## src/rtl/fp_add_normalize.sv

```systemverilog
`timescale 1ns/1ps
// -----------------------------------------------------------------------------
// fp_add_normalize
//
// Post-add normaliser for the floating-point adder datapath. Takes the raw
// sign / signed exponent / mantissa sum produced by the mantissa add/subtract
// stage and normalises it:
//   - carry-out (in_m[MW] = 1): single right shift, dropped LSB -> out_sticky,
//     exponent incremented with saturation at the positive limit (out_ovf);
//   - zero mantissa: flagged via out_zero, exponent forced to 0;
//   - already normalised (in_m[MW-1] = 1): passed through unchanged;
//   - leading zeros: iterative left shift, one step per clock, exponent
//     decremented per step. If a step would take the exponent below
//     -2^(EW-1), shifting stops with the exponent pinned at that minimum and
//     out_unf set (denormal-like result).
// One operation in flight; valid/ready handshake on both sides.
//
// Optional build macro: FP_NORM_COARSE_EN
//   Defined   : a SHIFT step moves 4 bits while the top nibble of the mantissa
//               is zero and the 4-bit exponent decrement does not underflow;
//               otherwise it moves 1 bit. Results are identical to the
//               default build, only the number of SHIFT cycles differs.
//   Undefined : every SHIFT step moves 1 bit.
//
// Parameters
//   MW : mantissa width including hidden bit (normalised when bit MW-1 = 1)
//   EW : exponent width, two's-complement signed
//   CW : shift-count width, 2^CW > MW
//
// Ports
//   clk        : clock, rising edge
//   rst_n      : asynchronous active-low reset
//   in_valid   : input operand valid
//   in_ready   : operand can be accepted (high only in IDLE)
//   in_s       : sign of sum, passed through
//   in_e       : signed exponent of sum
//   in_m       : raw mantissa magnitude, bit MW is adder carry-out
//   out_valid  : result valid, held until accepted
//   out_ready  : downstream accepts result
//   out_s      : sign
//   out_e      : adjusted signed exponent
//   out_m      : normalised mantissa
//   out_sticky : LSB dropped by the carry right shift
//   out_zero   : input mantissa was zero
//   out_ovf    : exponent overflow, saturated
//   out_unf    : exponent underflow, shifting stopped
//   out_shift  : total left shift applied (0 for carry/zero/pass-through)
// -----------------------------------------------------------------------------
module fp_add_normalize #(
  parameter int MW = 24,
  parameter int EW = 8,
  parameter int CW = 5
) (
  input  logic          clk,
  input  logic          rst_n,
  input  logic          in_valid,
  output logic          in_ready,
  input  logic          in_s,
  input  logic [EW-1:0] in_e,
  input  logic [MW:0]   in_m,
  output logic          out_valid,
  input  logic          out_ready,
  output logic          out_s,
  output logic [EW-1:0] out_e,
  output logic [MW-1:0] out_m,
  output logic          out_sticky,
  output logic          out_zero,
  output logic          out_ovf,
  output logic          out_unf,
  output logic [CW-1:0] out_shift
);

  typedef enum logic [1:0] {
    IDLE  = 2'd0,
    SHIFT = 2'd1,
    DONE  = 2'd2
  } state_t;

  // Exponent limits. E_MIN_X is the most negative exponent held at EW+1 bits
  // so that a decrement below it is still representable and comparable.
  localparam logic [EW-1:0]        E_MAX   = {1'b0, {(EW-1){1'b1}}};
  localparam logic [EW-1:0]        E_MIN   = {1'b1, {(EW-1){1'b0}}};
  localparam logic signed [EW:0]   E_MIN_X = {2'b11, {(EW-1){1'b0}}};
  localparam logic signed [EW:0]   ONE_X   = (EW+1)'(1);
  localparam logic [CW-1:0]        STEP1   = CW'(1);

  state_t        state_q, state_d;
  logic          s_q, s_d;
  logic [EW-1:0] e_q, e_d;
  logic [MW-1:0] m_q, m_d;
  logic          sticky_q, sticky_d;
  logic          zero_q, zero_d;
  logic          ovf_q, ovf_d;
  logic          unf_q, unf_d;
  logic [CW-1:0] shift_q, shift_d;

  // Shift-step selection for the current SHIFT cycle.
  logic signed [EW:0] e_x;       // current exponent, sign-extended
  logic signed [EW:0] e_m1;      // exponent after a 1-bit step
  logic               can_step1; // a 1-bit step stays in range
  logic               coarse;    // take a 4-bit step this cycle
  logic [CW-1:0]      step;
  logic [MW-1:0]      m_sh;

`ifdef FP_NORM_COARSE_EN
  localparam logic signed [EW:0] FOUR_X = (EW+1)'(4);
  logic signed [EW:0] e_m4;
`endif

  always_comb begin
    e_x       = {e_q[EW-1], e_q};
    e_m1      = e_x - ONE_X;
    can_step1 = (e_m1 >= E_MIN_X);
`ifdef FP_NORM_COARSE_EN
    // A 4-bit step never overshoots the leading one (top nibble is zero) and
    // is only taken when it cannot underflow; near the exponent floor the
    // engine degrades to 1-bit steps so unf is flagged at the same place as
    // in the 1-bit build.
    e_m4   = e_x - FOUR_X;
    coarse = (m_q[MW-1 -: 4] == 4'b0000) && (e_m4 >= E_MIN_X);
`else
    coarse = 1'b0;
`endif
    step = coarse ? CW'(4) : STEP1;
    m_sh = m_q << step;
  end

  // Next-state and datapath update.
  // NOTE: every variable assigned in this block gets a default first, so no
  // path through the case statement can leave one unassigned and infer a latch.
  always_comb begin
    state_d  = state_q;
    s_d      = s_q;
    e_d      = e_q;
    m_d      = m_q;
    sticky_d = sticky_q;
    zero_d   = zero_q;
    ovf_d    = ovf_q;
    unf_d    = unf_q;
    shift_d  = shift_q;

    case (state_q)
      IDLE: begin
        if (in_valid) begin
          s_d      = in_s;
          sticky_d = 1'b0;
          zero_d   = 1'b0;
          ovf_d    = 1'b0;
          unf_d    = 1'b0;
          shift_d  = '0;
          if (in_m[MW]) begin
            // Carry-out: one right shift, keep the dropped bit as sticky.
            m_d      = in_m[MW:1];
            sticky_d = in_m[0];
            if (in_e == E_MAX) begin
              e_d   = E_MAX;
              ovf_d = 1'b1;
            end else begin
              e_d = in_e + EW'(1);
            end
            state_d = DONE;
          end else if (in_m == '0) begin
            m_d     = '0;
            e_d     = '0;
            zero_d  = 1'b1;
            state_d = DONE;
          end else begin
            m_d     = in_m[MW-1:0];
            e_d     = in_e;
            state_d = in_m[MW-1] ? DONE : SHIFT;
          end
        end
      end

      SHIFT: begin
        if (!can_step1) begin
          // Even one more bit would leave the exponent range: stop here with
          // the mantissa unshifted this cycle.
          e_d     = E_MIN;
          unf_d   = 1'b1;
          state_d = DONE;
        end else begin
          m_d     = m_sh;
          e_d     = e_q - EW'(step);
          shift_d = shift_q + step;
          if (m_sh[MW-1]) begin
            state_d = DONE;
          end
        end
      end

      DONE: begin
        if (out_ready) begin
          state_d = IDLE;
        end
      end

      default: begin
        state_d = IDLE;
      end
    endcase
  end

  // NOTE: sequential state uses non-blocking assignments so every flop samples
  // the pre-edge values of the others, independent of statement order.
  always_ff @(posedge clk or negedge rst_n) begin
    if (!rst_n) begin
      state_q  <= IDLE;
      s_q      <= 1'b0;
      e_q      <= '0;
      m_q      <= '0;
      sticky_q <= 1'b0;
      zero_q   <= 1'b0;
      ovf_q    <= 1'b0;
      unf_q    <= 1'b0;
      shift_q  <= '0;
    end else begin
      state_q  <= state_d;
      s_q      <= s_d;
      e_q      <= e_d;
      m_q      <= m_d;
      sticky_q <= sticky_d;
      zero_q   <= zero_d;
      ovf_q    <= ovf_d;
      unf_q    <= unf_d;
      shift_q  <= shift_d;
    end
  end

  // Handshake flags decode the state register directly; the result registers
  // double as output registers and keep their value after acceptance.
  assign in_ready   = (state_q == IDLE);
  assign out_valid  = (state_q == DONE);
  assign out_s      = s_q;
  assign out_e      = e_q;
  assign out_m      = m_q;
  assign out_sticky = sticky_q;
  assign out_zero   = zero_q;
  assign out_ovf    = ovf_q;
  assign out_unf    = unf_q;
  assign out_shift  = shift_q;

endmodule

```

## config.mk

```make
export PLATFORM = sky130hd
export DESIGN_NAME = fp_add_normalize
export DESIGN_NICKNAME = d
export VERILOG_FILES = /design/src/rtl/fp_add_normalize.sv
export SDC_FILE = /design/constraint.sdc
export NUM_CORES = 1
export LEC_CHECK = 0
export CORE_MARGIN = 4
export CORE_UTILIZATION = 57
export CTS_CLUSTER_SIZE = 30
export DETAILED_ROUTE_END_ITERATION = 7
export DONT_BUFFER_PORTS = 1
export GPL_TIMING_DRIVEN = 0
export HOLD_SLACK_MARGIN = 0.05
export PLACE_DENSITY = 0.75
export SLEW_MARGIN = 20
export SYNTH_ARGS = -nofsm -noshare
export SYNTH_HDL_FRONTEND = slang
export SYNTH_SLANG_ARGS = --single-unit
```

## constraint.sdc

```tcl
create_clock -name clk -period 2.3 [get_ports clk]
set_clock_uncertainty 0.15 [all_clocks]
set_input_delay 0.23 -clock clk [delete_from_list [all_inputs] [get_ports clk]]
set_output_delay 0.23 -clock clk [all_outputs]
set_load 0.01 [all_outputs]
```

======== Word level (Yosys, flattened, before mapping) ========
Cells that the tools add are included.
cells by class
  add/sub/neg operators ................... 4
  $lt $le $gt $ge ......................... 1
  eq/ne operators ......................... 8
  multiplexer cells ....................... 30
  reduce and logical (&&, ||, !) cells .... 8
operator list
  kind                   count
  $mux W24               4
  $pmux W24 S2           1
  $mux W8                5
  $logic_not A25 Y1      1
  $pmux W8 S2            1
  $mux W2                7
  $mux W5                2
  $pmux W5 S2            1
  $ge A9 B8 Y1 const B   1
  $reduce_and A3 Y1      3
  $sub A8 B2 Y9 const B  1
  $add A8 B1 Y8 const B  1
  $eq A8 B7 Y1 const B   1
  $sub A8 B1 Y8 const B  1
  $mux W1                7
  $ne A2 B2 Y1 const B   3
  $pmux W2 S3            1
  $add A5 B1 Y5 const B  1
  $reduce_and A2 Y1      2
  $ne A3 B3 Y1 const B   1
  $eq A2 B1 Y1 const B   1
  $eq A2 B2 Y1 const B   1
  $logic_not A2 Y1       1
  $ne A2 B1 Y1 const B   1
  2 further kinds        2
word-level totals
  register bits after elaboration ......... 44
  word-level logic and storage cells ...... 60

======== Depth between registers and ports, before layout ========
Gate-level depths: netlist of the first run.
  depth in word-level cells ............... 5
  mapped depth ............................ 8
  gate-level depth less buffers ........... 7

======== Worst setup path before layout of the first run ========
OpenSTA, ideal clock, no wires.
  kind .................................... reg-to-reg
  start point ............................. register e_q[0], in the netlist out_e[0]
  end point ............................... register m_q[10], in the netlist out_m[10]
  arrival ................................. 2.000 ns
  required time ........................... 2.025 ns
  path slack .............................. 0.025 ns
  stages on the path, launching flop included .. 9
  path buffers ............................ 1
  period minus slack after synthesis ...... 2.275 ns
  path through ............................ dfrtp_1 inv_1 ha_1 nor2b_1 mux2i_4 nor2_2 a21oi_4 buf_6 mux2_4
between the ends
  longest elaborated chain between the ends .. 4
RTL lines
  element                             RTL line  RTL
  from (decl)                         89        logic [EW-1:0] e_q, e_d;
  from (signal assigned)              210       e_q <= '0;
  from (signal assigned)              220       e_q <= e_d;
  $sub A8 B2 Y9                       112       e_m1 = e_x - ONE_X;
  $ge A9 B8 Y1                        113       can_step1 = (e_m1 >= E_MIN_X);
  $ne A2 B2 Y1 (no source line)       --
  $reduce_and A3 Y1 (no source line)  --
  to (signal assigned)                221       m_q <= m_d;
  to (decl)                           90        logic [MW-1:0] m_q, m_d;
Every way passes these cells.
A chain may end at the register's enable or synchronous reset.

======== Worst setup path in the final report of the first run ========
  start point ............................. register e_q[0], in the netlist out_e[0]
  end point ............................... register m_q[16], in the netlist out_m[16]
Same word-level chain as after synthesis.

==> flow_summary.ini, run 1 <==
[synthesis]
yosysUniqueCellTypes = 52
synth.avg_cell_area_um2 = 9.80
syn_nets = 324
synth_area_leaders = dfrtp_1 40%, mux2i_1 9.7%, mux2_4 9.2%, nand2_1 5.4%, o21ai_0 5.4%
ys_seq_area_frac = 0.397
yosys.area.top_type = dfrtp_1
netlist_area_mm2 = 0.00277
ys_ff_latch = 44
yosysTopAreaCellShare = 0.397
ys_warn_count = 0
synthCells = 283

[min_path]
whs_path_depth = 3
hold_path_class = input port to flop

[place]
place_congestion = 0.860
post-place-ws_ns = -0.251
hpwl_um = 4980
numPortBuffers = 0

[clocking]
cts.clk_slew.worst_paths_ns = 0.09
cts_max_level = 2
cts_buffers = 5
clock_latency_ns = 0.30
clkSinkCount = 44
clockBufferDepth = 2
cts-root-buf = clkbuf_8
cts_tree = built

[critical_path]
endpoint_kind = flop
path_buf_inv = 2
max_stage_delay_ns = 0.48
crit_type = flop to flop
crit_arrival_ns = 2.26
cp_top_family = multiplexers
cp.depth = 8
path_max_fanout = 7
cp-start-kind = flop
critPathRequiredTime_ns = 2.33
crit_chain = inv_2, ha_4, nor2b_1, mux2i_4, nor2_2, a21oi_4, buf_6, mux2_2
r2r_cells = 8
cpMaxStageDelayCell = dfrtp_2

[routing]
drt_first_iter_violations = 96
vias = 2251
routed.top_layer = met4
wl_met2_um = 3340
drc = 0
wl_met1_um = 2760
first_pass_iters = 4
viasPerCell = 6.08
wl_met3_um = 613
ant_nets = 0
routed_wl_um = 6770
wire_per_inst_um = 18.3

[global_route]
grt_antenna_before_repair = 0
grt_max_degree = 45
grt_overflow = 0
grt_usage = 0.231
grt_pass1_vias = 2252
grt_pass1_wl_um = 11000

[floorplan]
die_h_um = 77.7
rows = 25
start_util = 0.587
die_area_mm2 = 0.00604
core_area_mm2 = 0.00472
die_x_um = 77.7
pin_count = 82

[sta]
setup_violations = 0
finalCritPeriodShare = 0.966
setup_ws_ns = 0.0787
max-slew-margin-rel = 0.655
worstMarginPinSlew_ns = 0.517
clock.fmax_mhz = 450
hold_violations = 0
whs_ns = 0.0779
slew_violations = 0
period_minus_slack_ns = 2.22
finalSetupTns_ns = 0

[cells_and_area]
nets = 343
final_common_cell = dfrtp_1
syn_to_final_growth_pct = 13.1
layout-drive-gt1-share = 0.175
diodes = 0
n_fill_cell = 391
layout_common_cells = 42 x dfrtp_1, 40 x nand2_1, 30 x o21ai_0

[power_and_ir_drop]
powerDensity_mw_per_mm2 = 1180
p_leak_nw = 1.32
max-vdd-ir-drop_v = 0.000540

[outcome]
status = complete, no violations

[run]
drv_cap = 0
## logic make-up (layout without fill, tap and decap cells)
| group | count (synthesis) | in the layout | synth area share |
|---|---|---|---|
| adder cells (fa/ha/maj) | 3 | 3 | 0.0135 |
| AND/OR/NAND/NOR | 95 | 95 | 0.172 |
| buffers and inverters | 23 | 43 | 0.0402 |
| XOR/XNOR | 1 | 1 | 0.00316 |
| AO/OA/AOI/OAI | 65 | 65 | 0.148 |
| flip-flops | 44 | 44 | 0.397 |
| multiplexers | 52 | 52 | 0.226 |
## repair_timing
item                       in CTS  in global routing
hold buffers                   11                  0
hold endpoints to repair       53                  0
gates resized for setup         3                  6
setup endpoints to repair      28                 22
buffers inserted                1                  0
pin swaps                       1                  1
## report_power, final
group	switching (W)	internal, W
sequential	0.000555	0.00111
combinational	0.000676	0.000757
clock	0.000281	0.000327
total	0.00151	0.00219
## registers in the layout (all words and copies together), names as in the netlist
register,flops
out_unf,1
out_shift,5
state_q,2
out_zero,1
out_ovf,1
out_m,24
out_sticky,1
out_e,8
out_s,1
## per-stage QoR
step | total power [W] | util | cells | cell area, µm²
after floorplan | 0.00269 | - | 283 | 2770
after global placement | 0.00298 | 0.605 | 350 | 2860
after detailed placement | 0.00302 | 0.605 | 350 | 2860
after CTS | 0.00368 | 0.659 | 370 | 3110
after global routing | 0.00397 | 0.664 | 370 | 3140
final | 0.00371 | 0.664 | 370 | 3140
## path summary, 6_finish.rpt
kind	to	slack [ns]	start
max	out_m[16]	0.08	out_e[0]
min	state_q[0]	0.08	in_m[24]
max reg2reg	out_m[16]	0.08	out_e[0]
min reg2reg	out_sticky	0.41	out_sticky
max in group asynchronous	out_m[12]	1.52	rst_n
min in group asynchronous	out_shift[3]	0.27	rst_n
## synth_stat cells (all sizes together)
| master | n |
|---|---|
| dfrtp | 44 |
| nand2 | 40 |
| o21ai | 33 |
| mux2i | 28 |
| mux2 | 24 |
| nor2 | 12 |
| a21oi | 9 |
| buf | 9 |
| nand3 | 8 |
| clkbuf | 7 |
| inv | 7 |
| nor2b | 7 |
| nor3 | 6 |
| nor4 | 5 |
| nand4 | 4 |
| ha | 3 |
| o211ai | 3 |
| o21a | 3 |
| o22ai | 3 |
| and2 | 2 |
| and3 | 2 |
| and4 | 2 |
| o2111ai | 2 |
| o221ai | 2 |
| or3 | 2 |
| a221o | 1 |
| a22o | 1 |
| a22oi | 1 |
| a31oi | 1 |
| a41oi | 1 |
| and4b | 1 |
| nand3b | 1 |
| nand4b | 1 |
| nor3b | 1 |
| o221a | 1 |
| o311ai | 1 |
| o31a | 1 |
| o31ai | 1 |
| o32ai | 1 |
| or2 | 1 |
| xnor2 | 1 |
## worst min-delay path, delay by kind of cell
kind,cells,cell delay [ns]
compound gates,1,0.09
simple gates,2,0.17
## metal layers
metal | vias up | global-route usage
met5 | - | 0
met4 | 0 | 0.0552
met3 | 7 | 0.0916
met2 | 77 | 0.390
met1 | 1097 | 0.273
li1 | 1070 | -
## layout make-up
| type | instances | area, µm² | share of cell area |
|---|---|---|---|
| Buffer | 16 | 93.8 | 0.0299 |
| Sequential cell | 44 | 1100 | 0.352 |
| Tap cell | 67 | 83.8 | 0.0267 |
| Multi-Input combinational cell | 216 | 1570 | 0.502 |
| Clock inverter | 3 | 47.5 | 0.0152 |
| Timing Repair Buffer | 12 | 139 | 0.0443 |
| Clock buffer | 5 | 68.8 | 0.0219 |
| Inverter | 7 | 26.3 | 0.00838 |
Note: power is estimated with default switching activity, not from simulation.
==> run 2, diff against run 1 <==
==> constraint.sdc (replaced) <==
create_clock -name clk -period 2.3 [get_ports clk]
set_clock_uncertainty 0.15 [all_clocks]
set_input_delay 0.345 -clock clk [delete_from_list [all_inputs] [get_ports clk]]
set_output_delay 0.345 -clock clk [all_outputs]
set_load 0.01 [all_outputs]
==> run 2 against run 1 <==
Count of clock-buffer cells in the layout unchanged. Hold slack lost 0.0094 ns. Combinational power about the same. First-iteration DRC count decreased by 24%. Critical path depth unchanged. Die area stayed put. Global-route usage down 0.40 points. Cell count shrank 1.9%. Non-clock buffer count down 7. Design area fell by 2.2%. Total power is 0.31% lower. Routed wire length fell by 0.89%. Critical endpoint is now out_m[23].
==> flow_summary.ini, run 2 (synthesized netlist as in run 1, its figures left out) <==
[place]
hpwl_um = 4980
numPortBuffers = 0
place_congestion = 0.860
post-place-ws_ns = -0.251
place_inst = 350

[sta]
worstMarginPinSlew_ns = 0.525
clock.fmax_mhz = 450
finalCritPeriodShare = 0.966
whs_ns = 0.0685
setup_ws_ns = 0.0774
max-slew-margin-rel = 0.650
hold_violations = 0
period_minus_slack_ns = 2.22
setup_violations = 0
slew_violations = 0

[critical_path]
crit_type = flop to flop
cp-startpoint = out_e[0]
crit_arrival_ns = 2.26
r2r_slack_ns = 0.08
path_max_fanout = 7
endpoint_kind = flop
critPathRequiredTime_ns = 2.34
cp-start-kind = flop
r2r_cells = 8
r2r-end = out_m[23]
regToRegStartpoint = out_e[0]

[floorplan]
die_x_um = 77.7
die_h_um = 77.7
core_area_mm2 = 0.00472
start_util = 0.587
rows = 25
pin_count = 82
die_area_mm2 = 0.00604

[clocking]
cts-root-buf = clkbuf_8
cts_buffers = 5
clock_latency_ns = 0.30
clkSinkCount = 44
cts_max_level = 2
clockBufferDepth = 2
cts_tree = built
cts.clk_slew.worst_paths_ns = 0.09

[power_and_ir_drop]
powerDensity_mw_per_mm2 = 1210
p_leak_nw = 1.29
p_total_w = 0.00369
max-vdd-ir-drop_v = 0.000536

[cells_and_area]
layout-drive-gt1-share = 0.179
layout_common_cells = 42 x dfrtp_1, 40 x nand2_1, 30 x o21ai_0
instances_no_fill = 363
final_common_cell = dfrtp_1
syn_to_final_growth_pct = 10.6
nets = 336
largest_reg_flops = 24
diodes = 0
fin_util = 0.649

[routing]
drc = 0
routed_wl_um = 6710
viasPerCell = 6.06
ant_nets = 0
first_pass_iters = 4
vias = 2198
drt_first_iter_violations = 73
wire_per_inst_um = 18.5

[run]
drv_cap = 0

[min_path]
holdPathEnd = out_e[4]
hold_start = in_e[4]
hold_path_class = input port to flop
whs_path_depth = 2

[global_route]
grt_overflow = 0
grt_antenna_before_repair = 0
grtUsageMet3 = 0.0916
grt_pass1_wl_um = 10800
use_met2 = 0.381
grt_pass1_vias = 2200
grt_usage = 0.227
grt_max_degree = 45
grtUsageMet1 = 0.269
grt.busiest_layer = met2

[outcome]
status = complete, no violations
[run 2: changes by cell type in the layout (fill, tap and decap cells not counted), sizes merged]
cell	before	now
dlygate4sd3	10	3
[run 2: how the worst max path moves through the flow]
stage                           end  slack [ns]  cells after the start
after CTS                 out_m[16]        0.06                      8
after global routing      out_m[14]      -0.005                      8
after detailed placement   out_m[8]       -0.25                      8
after floorplan           out_m[10]        0.03                      8
final                     out_m[23]        0.08                      8
after global placement    out_m[13]       -0.22                      8
[run 2: cell type report]
class	instances	area [µm²]
Buffer	16	93.8
Clock buffer	5	68.8
Clock inverter	3	47.5
Fill cell	401	1660
Inverter	7	26.3
Multi-Input combinational cell	216	1570
Sequential cell	44	1100
Tap cell	67	83.8
Timing Repair Buffer	5	68.8
[run 2: where the power goes]
group	total, W	internal (W)	switching (W)
clock network	0.000609	0.000327	0.000282
registers	0.00167	0.00111	0.000556
logic	0.00142	0.000749	0.000670
total	0.00369	0.00219	0.00151
[run 2: repair_timing]
item,4_1_cts,5_1_grt
hold endpoints to repair,46,0
setup endpoints to repair,28,23
setup buffers,1,0
pin swaps,1,1
gates resized for setup,3,6
hold buffers,4,0
[run 2: stage by stage]
| step | TNS (ns) | cell area (µm²) |
|---|---|---|
| 6_report | 0 | 3070 |
| 5_1_grt | -0.00704 | 3070 |
| 4_1_cts | 0 | 3040 |
| 3_5_place_dp | -4.82 | 2860 |
| 3_3_place_gp | -3.91 | 2860 |
| 2_1_floorplan | 0 | 2770 |
[run 2: metal layers]
metal / wire [µm] / share of wire
met1: 2690 / 0.40
met2: 3320 / 0.49
met3: 654 / 0.097
met4: 55 / 0.0082
met5: 0 / 0
[run 2: worst max-delay path, stage by stage, from the launching register on]
cell	delay, ns
dfrtp_2	0.48
inv_2	0.07
ha_4	0.19
nor2b_1	0.15
mux2i_4	0.23
nor2_2	0.10
a21oi_4	0.24
buf_6	0.17
mux2_2	0.34
==> run 3, diff against run 2 <==
--- a/config.mk
+++ b/config.mk
@@ -13,6 +13,7 @@
 export GPL_TIMING_DRIVEN = 0
 export HOLD_SLACK_MARGIN = 0.05
 export PLACE_DENSITY = 0.75
+export SETUP_SLACK_MARGIN = 0.1
 export SLEW_MARGIN = 20
 export SYNTH_ARGS = -nofsm -noshare
 export SYNTH_HDL_FRONTEND = slang
==> run 3 against run 2 <==
Highest routed layer unchanged. Die area did not move. Count of clock-buffer cells in the layout increased by 2. Critical path type unchanged. Total power increased by 4.3%. First-iteration DRC count up 59%. Maximum frequency up 2.9%. Setup slack gained 0.062 ns. Design area up 3.2%. Clock power fell by 12%. Hold slack gained 0.019 ns. Routed wire length increased by 5.0%. Largest power group unchanged. Non-clock buffer count up 8. Combinational power up 16%.
==> flow_summary.ini, run 3 (synthesized netlist as in run 1, its figures left out) <==
[outcome]
status = complete, no violations

[routing]
routed_wl_um = 7050
viasPerCell = 6.20
wire_per_inst_um = 19.1
vias = 2293
drc = 0
ant_nets = 0
drt_first_iter_violations = 116
first_pass_iters = 4

[cells_and_area]
layout_common_cells = 42 x dfrtp_1, 40 x nand2_1, 30 x o21ai_0
n_fill_cell = 412
final_common_cell = dfrtp_1
multi_input_area_mm2 = 0.00159
syn_to_final_growth_pct = 14.1
nets = 344
layout-drive-gt1-share = 0.208
largest_reg_flops = 24
diodes = 0
area.sequential_mm2 = 0.00110
fin_util = 0.670

[power_and_ir_drop]
powerDensity_mw_per_mm2 = 1220
p_leak_nw = 1.34
max-vdd-ir-drop_v = 0.000641
p_total_w = 0.00385

[clocking]
clockBufferDepth = 2
clock_latency_ns = 0.30
cts-root-buf = clkbuf_8
cts_buffers = 5
cts_tree = built
cts.clk_slew.worst_paths_ns = 0.08
clkSinkCount = 44
cts_max_level = 2

[critical_path]
r2r_slack_ns = 0.14
critPathRequiredTime_ns = 2.34
crit_type = flop to flop
path_max_fanout = 6
endpoint_kind = flop
crit_arrival_ns = 2.20
cp-start-kind = flop

[sta]
period_minus_slack_ns = 2.16
setup_violations = 0
rsz0062_at_grt = no
clock.fmax_mhz = 463
whs_ns = 0.0872
hold_violations = 0
worstMarginPinSlew_ns = 0.473
slew_violations = 0
finalCritPeriodShare = 0.939
max-slew-margin-rel = 0.684
finalSetupTns_ns = 0

[place]
hpwl_um = 5010
place_congestion = 0.923
numPortBuffers = 0

[global_route]
grt_pass1_wl_um = 11200
grt_usage = 0.237
grt_max_degree = 45
grt_pass1_vias = 2249
grt_antenna_before_repair = 0
grt_overflow = 0

[floorplan]
core_area_mm2 = 0.00472
die_h_um = 77.7
die_area_mm2 = 0.00604
rows = 25
die_x_um = 77.7
pin_count = 82
start_util = 0.587

[run]
drv_cap = 0

[min_path]
hold_path_class = input port to flop
[run 3: layer usage]
layer,vias to the layer above,share of wire,global-route usage
met5,-,0,0
met3,12,0.085,0.0882
li1,1066,-,-
met4,0,0.021,0.0979
met1,1127,0.42,0.291
met2,88,0.48,0.373
[run 3: what timing repair did]
item	4_1_cts	5_1_grt
pin swaps	2	2
hold endpoints to repair	46	0
setup buffers	5	3
endpoints found under the setup margin	35	26
gates resized for setup	11	5
hold buffers	4	0
gates cloned	1	0
[run 3: layout make-up]
type | count | area share
buffer | 16 | 0.0320
clock buffer | 7 | 0.0305
inverter | 7 | 0.00831
multi-input combinational | 216 | 0.503
sequential | 44 | 0.349
tap | 67 | 0.0265
timing repair buffer | 13 | 0.0510
[run 3: power breakdown]
part | internal [W] | switching (W)
clock | 0.000268 | 0.000266
sequential | 0.00111 | 0.000562
combinational | 0.000901 | 0.000745
total | 0.00228 | 0.00157
[run 3: worst max-delay path: stages (launching register included)]
cell and delay [ns]:
dfrtp_2 0.47, inv_2 0.07, ha_4 0.17, nor2b_2 0.16, mux2i_4 0.21, nor2_4 0.07, a21oi_4 0.14, buf_12 0.15
buf_4 0.12, mux2_2 0.32
[run 3: stage by stage]
step	instances	cell area, µm²	setup WS (ns)
floorplan	283	2780	0.112
global placement	350	2860	-0.113
global route	370	3160	0.0839
CTS	367	3130	0.100
finish	370	3160	0.140
detailed placement	350	2860	-0.118
[run 3: path summary, 6_finish.rpt]
kind                           endpoint  depth (start not counted)       start
max                           out_m[17]                          9    out_e[0]
min                            out_e[4]                          2     in_e[4]
max in group asynchronous      out_e[1]                          2       rst_n
max reg2reg                   out_m[17]                          9    out_e[0]
min in group asynchronous  out_shift[3]                          2       rst_n
min reg2reg                  out_sticky                          2  out_sticky
